**config.mk**
```make
export PLATFORM = sky130hd
export DESIGN_NAME = ram_dp_be
export DESIGN_NICKNAME = d
export VERILOG_FILES = /design/src/rtl/ram_pkg.sv /design/src/rtl/ram_clear_ctrl.sv /design/src/rtl/ram_dp_be.sv
export SDC_FILE = /design/constraint.sdc
export NUM_CORES = 1
export LEC_CHECK = 0
export ABC_AREA = 1
export CORE_ASPECT_RATIO = 0.7
export CORE_UTILIZATION = 43
export DETAILED_ROUTE_END_ITERATION = 8
export GPL_ROUTABILITY_DRIVEN = 0
export PLACE_DENSITY = 0.64
export SLEW_MARGIN = 20
export SYNTH_ARGS = -nofsm -noshare
export SYNTH_HDL_FRONTEND = slang
export SYNTH_SLANG_ARGS = --single-unit
```
**constraint.sdc**
```tcl
create_clock -name i_clk -period 3.3 [get_ports i_clk]
set_clock_uncertainty 0.2 [all_clocks]
set_input_delay 0.66 -clock i_clk [delete_from_list [all_inputs] [get_ports i_clk]]
set_output_delay 0.66 -clock i_clk [all_outputs]
set_load 0.01 [all_outputs]
```
**src/rtl/ram_pkg.sv**
```systemverilog
// Shared types and helpers for the byte-enable dual-port RAM and its clear engine.
package ram_pkg;

    typedef enum logic {
        ST_IDLE  = 1'b0,
        ST_CLEAR = 1'b1
    } state_e;

    localparam int RDW_OLD = 0;
    localparam int RDW_NEW = 1;

    function automatic int lane_count(input int data_width);
        return data_width / 8;
    endfunction

endpackage

```
**src/rtl/ram_clear_ctrl.sv**
```systemverilog
// Clear engine: walks every address once writing zero, then reports the array ready.
module ram_clear_ctrl
    import ram_pkg::*;
#(
    parameter int ADDR_WIDTH     = 4,
    parameter int CLEAR_ON_RESET = 1
) (
    input  logic                  i_clk,
    input  logic                  i_rst,
    input  logic                  i_clear,
    output logic                  o_ready,
    output logic                  o_clr_we,
    output logic [ADDR_WIDTH-1:0] o_clr_addr
);

    localparam logic [ADDR_WIDTH-1:0] LAST_ADDR = '1;

    state_e                state_q;
    logic [ADDR_WIDTH-1:0] cnt_q;
    logic                  ready_q;
    logic                  clr_we_q;

    // Counter wraps back to zero after the last address, ready for the next clear.
    always_ff @(posedge i_clk) begin
        if (i_rst) begin
            cnt_q <= '0;
            if (CLEAR_ON_RESET != 0) begin
                state_q  <= ST_CLEAR;
                ready_q  <= 1'b0;
                clr_we_q <= 1'b1;
            end else begin
                state_q  <= ST_IDLE;
                ready_q  <= 1'b1;
                clr_we_q <= 1'b0;
            end
        end else begin
            case (state_q)
                ST_IDLE: begin
                    if (i_clear) begin
                        state_q  <= ST_CLEAR;
                        cnt_q    <= '0;
                        ready_q  <= 1'b0;
                        clr_we_q <= 1'b1;
                    end
                end
                ST_CLEAR: begin
                    cnt_q <= cnt_q + 1'b1;
                    if (cnt_q == LAST_ADDR) begin
                        state_q  <= ST_IDLE;
                        ready_q  <= 1'b1;
                        clr_we_q <= 1'b0;
                    end
                end
                default: begin
                    state_q  <= ST_IDLE;
                    cnt_q    <= '0;
                    ready_q  <= 1'b1;
                    clr_we_q <= 1'b0;
                end
            endcase
        end
    end

    assign o_ready    = ready_q;
    assign o_clr_we   = clr_we_q;
    assign o_clr_addr = cnt_q;

endmodule

```
**src/rtl/ram_dp_be.sv**
```systemverilog
// Simple-dual-port RAM with byte-lane write enables, registered reads with valid,
// selectable read-during-write behaviour and a hardware clear engine.
module ram_dp_be
    import ram_pkg::*;
#(
    parameter int DATA_WIDTH     = 32,
    parameter int ADDR_WIDTH     = 4,
    parameter int RDW_MODE       = 0,
    parameter int CLEAR_ON_RESET = 1
) (
    input  logic                    i_clk,
    input  logic                    i_rst,
    input  logic                    i_clear,
    input  logic                    i_we,
    input  logic [DATA_WIDTH/8-1:0] i_be,
    input  logic [ADDR_WIDTH-1:0]   i_waddr,
    input  logic [DATA_WIDTH-1:0]   i_wdata,
    input  logic                    i_re,
    input  logic [ADDR_WIDTH-1:0]   i_raddr,
    output logic [DATA_WIDTH-1:0]   o_rdata,
    output logic                    o_rd_valid,
    output logic                    o_ready
);

    localparam int LANES = lane_count(DATA_WIDTH);
    localparam int DEPTH = 2 ** ADDR_WIDTH;

    generate
        if ((DATA_WIDTH % 8) != 0 || DATA_WIDTH == 0) begin : g_bad_width
            $error("ram_dp_be: DATA_WIDTH must be a non-zero multiple of 8");
        end
        if (RDW_MODE != RDW_OLD && RDW_MODE != RDW_NEW) begin : g_bad_rdw
            $error("ram_dp_be: RDW_MODE must be 0 (old data) or 1 (new data)");
        end
    endgenerate

    logic [DATA_WIDTH-1:0] mem [DEPTH];

    logic                  ready;
    logic                  clr_we;
    logic [ADDR_WIDTH-1:0] clr_addr;
    logic                  wr_acc;
    logic                  rd_acc;
    logic [DATA_WIDTH-1:0] rd_word_d;
    logic [DATA_WIDTH-1:0] rdata_q;
    logic                  rd_valid_q;

    ram_clear_ctrl #(
        .ADDR_WIDTH     (ADDR_WIDTH),
        .CLEAR_ON_RESET (CLEAR_ON_RESET)
    ) u_clear_ctrl (
        .i_clk      (i_clk),
        .i_rst      (i_rst),
        .i_clear    (i_clear),
        .o_ready    (ready),
        .o_clr_we   (clr_we),
        .o_clr_addr (clr_addr)
    );

    // Clear and reset both take precedence over user traffic in the same cycle.
    assign wr_acc = ready & ~i_clear & ~i_rst & i_we;
    assign rd_acc = ready & ~i_clear & ~i_rst & i_re;

    always_ff @(posedge i_clk) begin
        if (clr_we) begin
            mem[clr_addr] <= '0;
        end else if (wr_acc) begin
            for (int k = 0; k < LANES; k++) begin
                if (i_be[k]) begin
                    mem[i_waddr][8*k +: 8] <= i_wdata[8*k +: 8];
                end
            end
        end
    end

    // Same-address bypass forwards only the lanes being written this cycle.
    always_comb begin
        rd_word_d = mem[i_raddr];
        if (RDW_MODE == RDW_NEW && wr_acc && (i_waddr == i_raddr)) begin
            for (int k = 0; k < LANES; k++) begin
                if (i_be[k]) begin
                    rd_word_d[8*k +: 8] = i_wdata[8*k +: 8];
                end
            end
        end
    end

    always_ff @(posedge i_clk) begin
        if (i_rst) begin
            rdata_q    <= '0;
            rd_valid_q <= 1'b0;
        end else begin
            rd_valid_q <= rd_acc;
            if (rd_acc) begin
                rdata_q <= rd_word_d;
            end
        end
    end

    assign o_rdata    = rdata_q;
    assign o_rd_valid = rd_valid_q;
    assign o_ready    = ready;

endmodule

```
After elaboration in Yosys (flattened, before gate mapping):

Memory sizes are Yosys's and may differ from the RTL's. A register that Yosys moved wholly into a read port is not among the register bits.
Index checks and enable logic that the tools add are counted.

* register bits after elaboration: 8
* RAM bits: 512
* bits of input ports: 49
* word-level logic and storage cells: 51
* memories kept: 1

* add/subtract/negate cells: 1
* equality and inequality tests: 3
* multiplexer cells: 32
* bitwise logic cells: 7
* reductions and logical operators: 2

Memories
* mem: depth 16, width 32, rd ports 1, clocked after memory_dff 1, wr ports 1, line ram_dp_be.sv:37 `logic [DATA_WIDTH-1:0] mem [DEPTH];`

Operators by type and width (number)
* 32-bit 2-to-1 mux: 1
* 32-bit OR reduction: 1
* 1-bit 2-to-1 mux: 24
* 4-bit 2-to-1 mux: 3
* 4-bit case mux with 2 select lines: 1
* 1-bit case mux with 2 select lines: 3
* 4-bit by 1-bit adder with 4-bit output (second input constant): 1
* 1-bit bitwise AND: 4
* 4-bit == test (second input constant): 1
* 2-bit != test (second input constant): 2
* 1-bit NOT: 3
* 2-bit AND reduction: 1

Logic depth before layout (Yosys ltp):

* depth after elaboration: 9
* mapped depth: 10
* depth with buffers taken out: 10

By module:

From an unflattened synthesis, not the netlist that was laid out.

* cells, all modules: 2042
* area total of the unflattened synthesis: 23382.4 um^2

By module, submodules not included
* ram_dp_be: times used 1, cells each 2002, area an instance 23074.6 um^2, sequential area each 16035.4 um^2
* ram_clear_ctrl: times used 1, cells each 40, area an instance 307.8 um^2, sequential area each 140.1 um^2

Worst setup path after synthesis:

OpenSTA, ideal clock, no wires.

* path type: in2reg
* from: input port i_clear
* to: memory mem[13][24] (enable)
* library setup time: 0.370 ns
* data arrival time: 2.014 ns
* required time: 2.730 ns
* setup slack: 0.716 ns
* stages: 9
* path buffers: 0
* path through: inv_1 nand3_4 nor2_8 o211ai_4 nand3_2 nand2_4 nor2_8 nand2_4 nor2_1

* longest elaborated chain between the ends: 9
* elaborated cells on any way between the ends: 19

RTL lines
* start, declared: line ram_dp_be.sv:13 `input logic i_clear,`
* 1-bit NOT (*): line ram_dp_be.sv:61 `assign wr_acc = ready & ~i_clear & ~i_rst & i_we;`
* 1-bit bitwise AND (*) (3 in series): line ram_dp_be.sv:61
* 1-bit 2-to-1 mux: line ram_dp_be.sv:67 `end else if (wr_acc) begin`
* 1-bit 2-to-1 mux: line ram_dp_be.sv:65 `if (clr_we) begin`
* 1-bit 2-to-1 mux (implied by the code): line ram_dp_be.sv:70 `mem[i_waddr][8*k +: 8] <= i_wdata[8*k +: 8];`
* 32-bit OR reduction (no source line)
* 4-bit 2-to-1 mux (no source line)
* end, declared: line ram_dp_be.sv:37

Mark *: on every way between the ends. The rest lies on a longest branch, timed or not.

Worst setup path after layout:

* from: input port i_rst
* to: memory mem[5][14] (enable)

* longest elaborated chain between the ends: 8
* elaborated cells on any way between the ends: 18

RTL lines
* start, declared: line ram_dp_be.sv:12 `input logic i_rst,`
* 1-bit NOT (*): line ram_dp_be.sv:61
* 1-bit bitwise AND (*) (2 in series): line ram_dp_be.sv:61
* 1-bit 2-to-1 mux: line ram_dp_be.sv:67
* 1-bit 2-to-1 mux: line ram_dp_be.sv:65
* 1-bit 2-to-1 mux (implied by the code): line ram_dp_be.sv:70
* 32-bit OR reduction (no source line)
* 4-bit 2-to-1 mux (no source line)

Marked as above.

==> results.cfg <==
[cts]
numCtsBuffers = 51
post_cts.resized_instances = 0
cts.sinks = 552
cts_tree = yes
post_cts_buffers = 0
clkTransAtPathRegs_ps = 60
root_buffer = clkbuf_16
h-tree-depth = 2
hold_buffers = 0
cts_buffer_depth = 3
insertion_delay_ps = 570

[setup_path]
startpoint = i_rst
rr_startpoint = u_clear_ctrl.o_ready
cp.arrival_ps = 2720
crit_fanout = 8
crit_path_start_kind = primary input
path_class = in -> reg
critPathRequiredTime_ps = 3330
crit_path_end_kind = flip-flop

[drt]
drc = 0
wl_um = 60000
drtIter0Drc = 1732
routedWlPerCell_um = 21.5
viasPerCell = 5.38
dr_total_vias = 15000
ant_nets = 0
dr.pass1.iters = 5

[floorplan]
core_um2 = 52700
die_area_um2 = 54900
dieHeight_um = 196
rows = 70
die_w_um = 280
ios = 83
start_util_pct = 44.0

[worst_hold_path]
holdCritPathClass = reg -> reg
min_from = u_clear_ctrl.o_clr_we

[synth]
synth_top_area_cell = edfxtp_1
ys_async_sr_fraction_pct = 0
netlist_area_um2 = 23200
ys_types = 32
yosysWarnings = 0
yosysMostFrequentCell = edfxtp_1
ys_top_cells_by_area = edfxtp_1 (66%), inv_1 (4.9%), nand3_1 (4.4%), o211ai_1 (4.2%), dfxtp_1 (3.5%)
seq_area_frac_synth_pct = 69.7
synth_top_cells_by_count = edfxtp_1 (512), inv_1 (304), nand3_1 (202)
synth_top_area_share_pct = 66.3
syn_inst = 1935
syn_area_per_cell_um2 = 12.0
ys.flop_type = edfxtp_1
yosys_register_bits = 552
synthesis.nets = 1985
synth_edf_count = 512

[timing]
tns_ps = 0
fmax_ghz = 0.372
fin_crit_sh_pct = 81.5
rsz0062_at_grt = false
slew_viol_final = 0
worst-slew-pin-transition_ps = 570
finalHoldViolCount = 0
period_minus_slack_ps = 2690
setup_viol = 0
slew-limit-headroom_pct = 62.0

[power]
p_leak_nw = 10.2
p_per_area_nw_per_um2 = 541
vdd_drop_max_mv = 0.335

[global_route]
grt_pass1_vias = 14500
grt_usage_pct = 21.9
grt-ovfl-total = 0
antenna_found_initial = 1
grt_max_degree = 81
grt_pass1_wl_um = 89600

[flow_run]
drv_cap = 0

[layout]
multiInputGateArea_um2 = 5330
regArea_um2 = 16200
stdcell_area_um2 = 26900
drive_above_1_share_pct = 12.3
final_cells = 2791
final_nets = 2080
fill_cells = 4548
syn_to_final_growth_pct = 15.9

[placement]
numPortBuffers = 82
dpl.hpwl_um = 38200
place_area_um2 = 25200
dp.cells = 2697

[outcome]
status = finished clean
==> metrics by stage <==
step / worst slack [ps] / util, % / hold slack [ps] / total power [mW]
floorplan: 716 / - / 263 / 8.38
global placement: 116 / 47.8 / 298 / 8.67
detailed placement: 25.2 / 47.8 / 295 / 8.69
CTS: 629 / 51.0 / 310 / 14.6
global route: 515 / 51.0 / 356 / 14.9
finish: 611 / 51.0 / 304 / 14.5
==> per-layer routing <==
layer / up-vias / routed length (um) / global-route usage [%]
met2: 660 / 25800 / 32.1
met3: 98 / 5320 / 4.26
met5: - / 0 / 0
met1: 7268 / 27500 / 33.3
met4: 0 / 1420 / 5.69
li1: 6999 / - / -
==> layout make-up <==
cell class / count / share of cell area [%]
flip-flops and latches: 552 / 60.2
repair buffers: 165 / 6.06
inverters: 308 / 4.31
clock buffers: 63 / 5.07
well taps: 720 / 3.35
clock inverters: 30 / 1.19
multi-input cells: 952 / 19.8
diodes: 1 / 0.00931
==> worst max-delay path: stages <==
cell and delay [ps]:
clkdlybuf4s50_1 510, inv_4 100, nand3_4 90, nor2_8 170, o211ai_4 180, nand3_2 150, nand2_4 100, nor2_8 210
nand2_4 160, nor2_2 380
==> registers in the layout, indices dropped and copies added, names as in the netlist <==
signal	cells
u_clear_ctrl.o_ready	1
mem	512
u_clear_ctrl.state_q	1
u_clear_ctrl.o_clr_we	1
u_clear_ctrl.o_clr_addr	4
o_rd_valid	1
o_rdata	32
==> path summary, 6_finish.rpt <==
check                           to  slack [ps]  depth (start not counted)
min          u_clear_ctrl.o_clr_we         300                          2
min reg2reg  u_clear_ctrl.o_clr_we         300                          2
max                     mem[5][14]         610                         10
max reg2reg             mem[5][14]         850                          8
==> where the power goes <==
group          total, mW  leakage [nW]  switching, mW  internal, mW
Sequential          7.72          4.76         0.0348          7.68
Clock               5.98         0.816           2.51          3.47
Combinational      0.835          4.66          0.563         0.272
==> kinds of logic after synthesis <==
| family | after synthesis | synth area share (%) |
|---|---|---|
| adders and majority gates | 1 | 0.0539 |
| buffers and inverters | 431 | 7.30 |
| and+or+nand+nor | 493 | 11.3 |
| AOI/OAI and AO/OA | 458 | 11.6 |
| DFF | 552 | 69.7 |
==> cells in the final DEF, fill, tap and decap left out, drive strengths merged <==
master         netlist  final
inv                308    309
nand3b               1      1
clkbuf              57     64
nor3                 2      2
o21ai              162    162
a21boi               1      1
clkinvlp             0      2
o211ai             131    131
or2                  1      1
buf                 66     86
nor2               108    108
nor3b                1      1
ha                   1      1
nand3              211    211
nand2              169    169
diode                0      1
a211oi               1      1
dfxtp               40     40
clkdlybuf4s50        0     78
edfxtp             512    512
bufinv               0      7
clkinv               0     20
a21oi              131    131
a31oi               32     32
Note: power is estimated with default switching activity, not from simulation.
